<file path="src/rtl/lif_cfg_pkg.sv">
// Shared types and constants for the LIF configuration sequencer.
// Optional feature macro: LIF_CFG_PARITY_EN (appends an even-parity bit to each frame).
package lif_cfg_pkg;

    // Default frame geometry: four 8-bit neuron parameters
    localparam int LIF_PARAM_W_DEF    = 8;
    localparam int LIF_NUM_PARAMS_DEF = 4;

    // Word positions inside a configuration frame (word 0 at the LSBs)
    localparam int IDX_WA   = 0;
    localparam int IDX_WB   = 1;
    localparam int IDX_LEAK = 2;
    localparam int IDX_THR  = 3;

    // Sequencer control states
    typedef enum logic [1:0] {
        IDLE     = 2'd0,
        SHIFT    = 2'd1,
        WAIT_RDY = 2'd2,
        RUN      = 2'd3
    } cfg_state_e;

endpackage

</file>
<file path="src/rtl/lif_cfg_shifter.sv">
// Loadable parallel-in/serial-out shifter for one configuration frame.
// Bits leave word 0 first, MSB first within each word. When LIF_CFG_PARITY_EN
// is defined, an even-parity bit over all data bits follows the last data bit.
// The serial output is taken straight from the top flop, so it is registered,
// and zeros are shifted in so the line idles low once the frame has gone out.
module lif_cfg_shifter
    import lif_cfg_pkg::*;
#(
    parameter int PARAM_W    = LIF_PARAM_W_DEF,
    parameter int NUM_PARAMS = LIF_NUM_PARAMS_DEF
) (
    input  logic                          clk,
    input  logic                          srst,
    input  logic                          load_i,
    input  logic                          shift_en_i,
    input  logic [PARAM_W*NUM_PARAMS-1:0] frame_i,
    output logic                          serial_o,
    output logic                          last_o
);

    localparam int DATA_BITS = PARAM_W * NUM_PARAMS;
`ifdef LIF_CFG_PARITY_EN
    localparam int FRAME_BITS = DATA_BITS + 1;
`else
    localparam int FRAME_BITS = DATA_BITS;
`endif
    localparam int CNT_W = $clog2(FRAME_BITS + 1);

    logic [FRAME_BITS-1:0] frame_ordered;
    logic [FRAME_BITS-1:0] sr_q, sr_d;
    logic [CNT_W-1:0]      cnt_q, cnt_d;

    // Stream position gi maps to word gi/PARAM_W, bit (PARAM_W-1 - gi%PARAM_W);
    // stream position 0 sits at the MSB of the shift register.
    generate
        for (genvar gi = 0; gi < DATA_BITS; gi++) begin : g_order
            assign frame_ordered[FRAME_BITS-1-gi] =
                frame_i[(gi / PARAM_W) * PARAM_W + (PARAM_W - 1 - (gi % PARAM_W))];
        end
    endgenerate

`ifdef LIF_CFG_PARITY_EN
    assign frame_ordered[0] = ^frame_i;
`endif

    // Next-state: load a new frame, or shift one bit out and count it
    always_comb begin
        sr_d  = sr_q;
        cnt_d = cnt_q;
        if (load_i) begin
            sr_d  = frame_ordered;
            cnt_d = '0;
        end else if (shift_en_i) begin
            sr_d  = {sr_q[FRAME_BITS-2:0], 1'b0};
            cnt_d = cnt_q + CNT_W'(1);
        end
    end

    // Shift register and bit counter
    always_ff @(posedge clk) begin
        if (srst) begin
            sr_q  <= '0;
            cnt_q <= '0;
        end else begin
            sr_q  <= sr_d;
            cnt_q <= cnt_d;
        end
    end

    assign serial_o = sr_q[FRAME_BITS-1];
    assign last_o   = (cnt_q == CNT_W'(FRAME_BITS - 1));

endmodule

</file>
<file path="src/rtl/lif_cfg_sequencer.sv">
// Configuration sequencer for the dual-channel LIF neuron system: accepts a
// host frame, streams it to the neuron, waits for params_ready with a timeout,
// then gates neuron operation with run_en.
// Optional feature macro: LIF_CFG_PARITY_EN (parity bit appended by the shifter).
module lif_cfg_sequencer
    import lif_cfg_pkg::*;
#(
    parameter int PARAM_W    = LIF_PARAM_W_DEF,
    parameter int NUM_PARAMS = LIF_NUM_PARAMS_DEF,
    parameter int TIMEOUT    = 64
) (
    input  logic                          clk,
    input  logic                          reset,
    input  logic                          cfg_valid,
    output logic                          cfg_ready,
    input  logic [PARAM_W*NUM_PARAMS-1:0] cfg_data,
    input  logic                          run_en,
    input  logic                          params_ready,
    output logic                          load_mode,
    output logic                          serial_data,
    output logic                          input_enable,
    output logic                          busy,
    output logic                          done,
    output logic                          cfg_err
);

    // Wide enough to hold TIMEOUT-1 even when TIMEOUT is 1
    localparam int TO_W = $clog2(TIMEOUT + 1);

    cfg_state_e      state_q, state_d;
    logic [TO_W-1:0] to_q, to_d;
    logic            cfg_ready_q, cfg_ready_d;
    logic            load_mode_q, load_mode_d;
    logic            input_enable_q, input_enable_d;
    logic            busy_q, busy_d;
    logic            done_q, done_d;
    logic            cfg_err_q, cfg_err_d;

    logic            accept;
    logic            shift_en;
    logic            last_bit;

    lif_cfg_shifter #(
        .PARAM_W    (PARAM_W),
        .NUM_PARAMS (NUM_PARAMS)
    ) u_shifter (
        .clk        (clk),
        .srst       (reset),
        .load_i     (accept),
        .shift_en_i (shift_en),
        .frame_i    (cfg_data),
        .serial_o   (serial_data),
        .last_o     (last_bit)
    );

    // Next-state logic; registered outputs are derived from the next state
    always_comb begin
        state_d        = state_q;
        to_d           = to_q;
        cfg_err_d      = cfg_err_q;
        done_d         = 1'b0;
        input_enable_d = 1'b0;
        accept         = 1'b0;
        shift_en       = 1'b0;

        case (state_q)
            IDLE: begin
                if (cfg_valid && cfg_ready_q) begin
                    accept    = 1'b1;
                    cfg_err_d = 1'b0;
                    state_d   = SHIFT;
                end
            end
            SHIFT: begin
                shift_en = 1'b1;
                if (last_bit) begin
                    state_d = WAIT_RDY;
                    to_d    = '0;
                end
            end
            WAIT_RDY: begin
                // params_ready takes priority over a coincident timeout
                if (params_ready) begin
                    state_d = RUN;
                    done_d  = 1'b1;
                end else if (to_q == TO_W'(TIMEOUT - 1)) begin
                    state_d   = IDLE;
                    cfg_err_d = 1'b1;
                end else begin
                    to_d = to_q + TO_W'(1);
                end
            end
            RUN: begin
                // A new frame (reconfiguration) wins over a falling params_ready
                if (cfg_valid && cfg_ready_q) begin
                    accept    = 1'b1;
                    cfg_err_d = 1'b0;
                    state_d   = SHIFT;
                end else if (!params_ready) begin
                    state_d = IDLE;
                end else begin
                    input_enable_d = run_en;
                end
            end
            default: begin
                state_d = IDLE;
            end
        endcase

        cfg_ready_d = (state_d == IDLE) || (state_d == RUN);
        busy_d      = (state_d == SHIFT) || (state_d == WAIT_RDY);
        load_mode_d = (state_d == SHIFT);
    end

    // State, timeout counter and output registers
    always_ff @(posedge clk) begin
        if (reset) begin
            state_q        <= IDLE;
            to_q           <= '0;
            cfg_ready_q    <= 1'b1;
            load_mode_q    <= 1'b0;
            input_enable_q <= 1'b0;
            busy_q         <= 1'b0;
            done_q         <= 1'b0;
            cfg_err_q      <= 1'b0;
        end else begin
            state_q        <= state_d;
            to_q           <= to_d;
            cfg_ready_q    <= cfg_ready_d;
            load_mode_q    <= load_mode_d;
            input_enable_q <= input_enable_d;
            busy_q         <= busy_d;
            done_q         <= done_d;
            cfg_err_q      <= cfg_err_d;
        end
    end

    assign cfg_ready    = cfg_ready_q;
    assign load_mode    = load_mode_q;
    assign input_enable = input_enable_q;
    assign busy         = busy_q;
    assign done         = done_q;
    assign cfg_err      = cfg_err_q;

endmodule

</file>
<file path="config.mk">
export PLATFORM = sky130hd
export DESIGN_NAME = lif_cfg_sequencer
export DESIGN_NICKNAME = d
export VERILOG_FILES = /design/src/rtl/lif_cfg_pkg.sv /design/src/rtl/lif_cfg_shifter.sv /design/src/rtl/lif_cfg_sequencer.sv
export SDC_FILE = /design/constraint.sdc
export NUM_CORES = 1
export LEC_CHECK = 0
export BUFFER_PORTS_ARGS = -buffer_cell sky130_fd_sc_hd__buf_2
export CORE_ASPECT_RATIO = 0.7
export CORE_MARGIN = 2
export CORE_UTILIZATION = 55
export CTS_CLUSTER_DIAMETER = 200
export DETAILED_ROUTE_END_ITERATION = 6
export PLACE_DENSITY = 0.82
export SYNTH_ARGS = -nofsm -noshare
export SYNTH_HDL_FRONTEND = slang
export SYNTH_HIERARCHICAL = 1
export SYNTH_SLANG_ARGS = --single-unit
</file>
<file path="constraint.sdc">
create_clock -name clk -period 2 [get_ports clk]
set_input_delay 0.2 -clock clk [delete_from_list [all_inputs] [get_ports clk]]
set_output_delay 0.2 -clock clk [all_outputs]
set_load 0.01 [all_outputs]
</file>
==> flow_summary.ini <==
[timing]
worst_pin_slew_ps = 372
period_share_pct = 93.1
drv_slew = 0
slew_headroom_pct = 75.2
finalWorstSetupSlack_ps = 138
setup_viol = 0
finalHoldViolCount = 0
clock.fmax_mhz = 537
fin_crit_ps = 1860
fin_skew_ps = 4.78

[floorplan]
die-width_um = 86.4
num_rows = 20
io-pin-count = 44
placeableCoreArea_um2 = 4450
dieArea_um2 = 5320
die_y_um = 61.7
start_util_pct = 58.6

[layout]
drive_above_1_share_pct = 34.8
fin_util_pct = 68.2
synthToLayoutAreaGrowth_pct = 16.3
antennaDiodeCount = 0
nFillCells = 348
finalNetCount = 345
instances_no_fill = 357

[place]
post-place-ws_ps = 77.7
hpwl_um = 3640
gp_congestion = 0.771
port_buffers = 43
dp_cells = 347

[grt]
antenna_found_initial = 0
grt_pass1_vias = 1903
grt_max_degree = 24
grt_first_pass_wirelength_um = 8550
grt.overflow.total = 0
grt.total_usage_pct = 20.5

[synth]
yosys_warnings = 6
syn_nets = 299
yosysUniqueCellTypes = 41
syn_area_per_cell_um2 = 10.2
syn_inst = 255
seq_area_frac_synth_pct = 40.6
ys_ff_latch = 53
syn_area_um2 = 2610

[power]
total_power_mw = 2.70
internal_power_mw = 1.95
swShare_pct = 27.6
clkPwrFrac_pct = 27.3
power_density_nw_per_um2 = 889
p_leak_nw = 1.32
vdd_drop_max_mv = 0.464
sequentialPowerShare_pct = 45.6
p_sw_mw = 0.747
p_comb_share_pct = 27.1

[worst_setup_path]
cp_max_fo = 3
path_class = reg -> reg
required_ps = 2240
critPathLaunch = u_shifter/cnt_q[1]
arrival_ps = 2100
rrSetupSlack_ps = 140
critPathLaunchType = flip-flop
r2r-start = u_shifter/cnt_q[1]
worstSetupEndpointType = flip-flop
r2r_cells = 8
endpoint = busy
r2r_end = busy

[cts]
clockRootBuffer = clkbuf_8
cts_made_buffers = 5
clk_pin_slew_worst_paths_ps = 90
clk_latency_ps = 290
cts_tree = done
cts.sinks = 53
cts.path.max_buffers = 2
cts_max_level = 2

[routing]
drcViolationCount = 0
antenna_left = 0
drtIter0Drc = 116
via_count = 1937
routed_wl_um = 5140
first_pass_iters = 4
post_drt_wl_per_cell_um = 14.4
routed_via_density = 5.43

[hold_path]
min_path_type = in -> reg

[run_status]
status = finished clean

[job]
cap_violations = 0
## worst min-delay path by stage
stage | startpoint | endpoint | slack [ps] | cells past startpoint
4_1_cts | cfg_data[21] | u_shifter/sr_q[13] | 130 | 3
5_1_grt | cfg_data[12] | u_shifter/sr_q[20] | 130 | 3
6_report | cfg_data[22] | u_shifter/sr_q[14] | 140 | 3
2_1_floorplan | params_ready | done | 340 | 2
3_3_place_gp | to_q[6] | to_q[6] | 430 | 1
3_5_place_dp | to_q[6] | to_q[6] | 440 | 1
## critical path, stage by stage, from the launching register on
cell	delay (ps)
dfxtp_2	370
ha_4	150
nand4_1	90
nor2_1	140
nand2_1	100
a311o_1	350
a31o_1	230
ha_1	280
nor2_1	100
## cell families after synthesis
| family | Yosys count | share of synthesized area [%] |
|---|---|---|
| simple gates | 79 | 14.4 |
| mux | 65 | 26.6 |
| flops | 53 | 40.6 |
| compound gates | 24 | 7.81 |
| buf+inv | 18 | 4.17 |
| xor+xnor | 9 | 3.02 |
| fa+ha+maj | 7 | 3.35 |
## layer usage
layer	GRT usage [%]	wire, µm	part of all wire [%]
met5	0	0	0
met4	4.02	27	0.53
met3	4.56	217	4.2
met2	33.5	2370	46
met1	28.5	2530	49
## stage by stage
step | instance area (µm²) | TNS (ps) | hold slack, ps
final | 3040 | 0 | 137
after global routing | 3040 | -25.4 | 131
after CTS | 3000 | 0 | 127
after detailed placement | 2890 | 0 | 441
after global placement | 2890 | 0 | 434
after floorplan | 2610 | 0 | 344
## layout by cell type, fill, tap and decap left out, drive strengths merged
master  synthesis  routed
a31o            2       2
and2            4       4
xor2            3       3
nand3           2       2
nor2           48      48
nand2b          2       2
mux2i          33      33
dfxtp          53      53
o21ai           6       6
nor3b           1       1
nor4b           1       1
o31a            1       1
a211oi          3       3
nand2           7       7
or2             1       1
and3            1       1
clkbuf          6       7
a21oi           6       6
o211ai          1       1
bufinv          0       1
ha              7       7
and4b           1       1
inv             3       3
or3             1       1
a311o           1       1
nand4           6       6
o21bai          3       3
mux2           32      32
buf             9      54
o211a           1       1
nor2b           4       4
xnor2           6       6
## cell type report
class                           count  area (µm²)  share of cell area [%]
Clock buffer                        7        86.3                    2.84
Clock inverter                      1        30.0                   0.989
Inverter                            3        11.3                   0.371
Multi-Input combinational cell    184        1460                    48.2
Sequential cell                    53        1070                    35.1
Tap cell                           55        68.8                    2.27
Timing Repair Buffer               54         310                    10.2
## synthesized netlist by cell type, drive strengths merged
cell type / count / area (µm²)
dfxtp: 53 / 1060
o31a: 1 / 8.76
inv: 3 / 11.3
nand4: 6 / 50.0
xor2: 3 / 26.3
o211a: 1 / 10.0
a31o: 2 / 17.5
ha: 7 / 87.6
nor3b: 1 / 7.51
o211ai: 1 / 7.51
a21oi: 6 / 41.3
xnor2: 6 / 52.6
o21bai: 3 / 41.3
clkbuf: 6 / 22.5
mux2: 32 / 364
or3: 1 / 6.26
a311o: 1 / 10.0
a211oi: 3 / 37.5
buf: 9 / 75.1
nand2: 7 / 28.8
mux2i: 33 / 330
or2: 1 / 6.26
nor4b: 1 / 8.76
nand2b: 2 / 12.5
and4b: 1 / 10.0
and3: 1 / 6.26
nand3: 2 / 10.0
and2: 4 / 25.0
o21ai: 6 / 30.0
nor2: 48 / 180
nor2b: 4 / 25.0
## power by group through the flow
stage | Combinational (mW) | Sequential [mW] | Clock, mW
after floorplan | 0.561 | 1.24 | 0
after global placement | 0.692 | 1.25 | 0
after detailed placement | 0.717 | 1.25 | 0
after CTS | 0.725 | 1.22 | 0.753
after global routing | 0.804 | 1.24 | 0.806
final | 0.732 | 1.23 | 0.738
## timing repair
action                                  in CTS  in global routing
hold buffers                                 0                  0
gates resized for setup                      0                  6
buffers inserted                             0                  2
endpoints found under the setup margin       0                  2
## sequential cells by signal (all words and copies together), names as in the netlist
name	count
state_q	2
u_shifter/cnt_q	6
cfg_err	1
load_mode	1
input_enable	1
to_q	7
cfg_ready	1
busy	1
u_shifter/sr_q	32
done	1
Note: power is estimated with default switching activity, not from simulation.
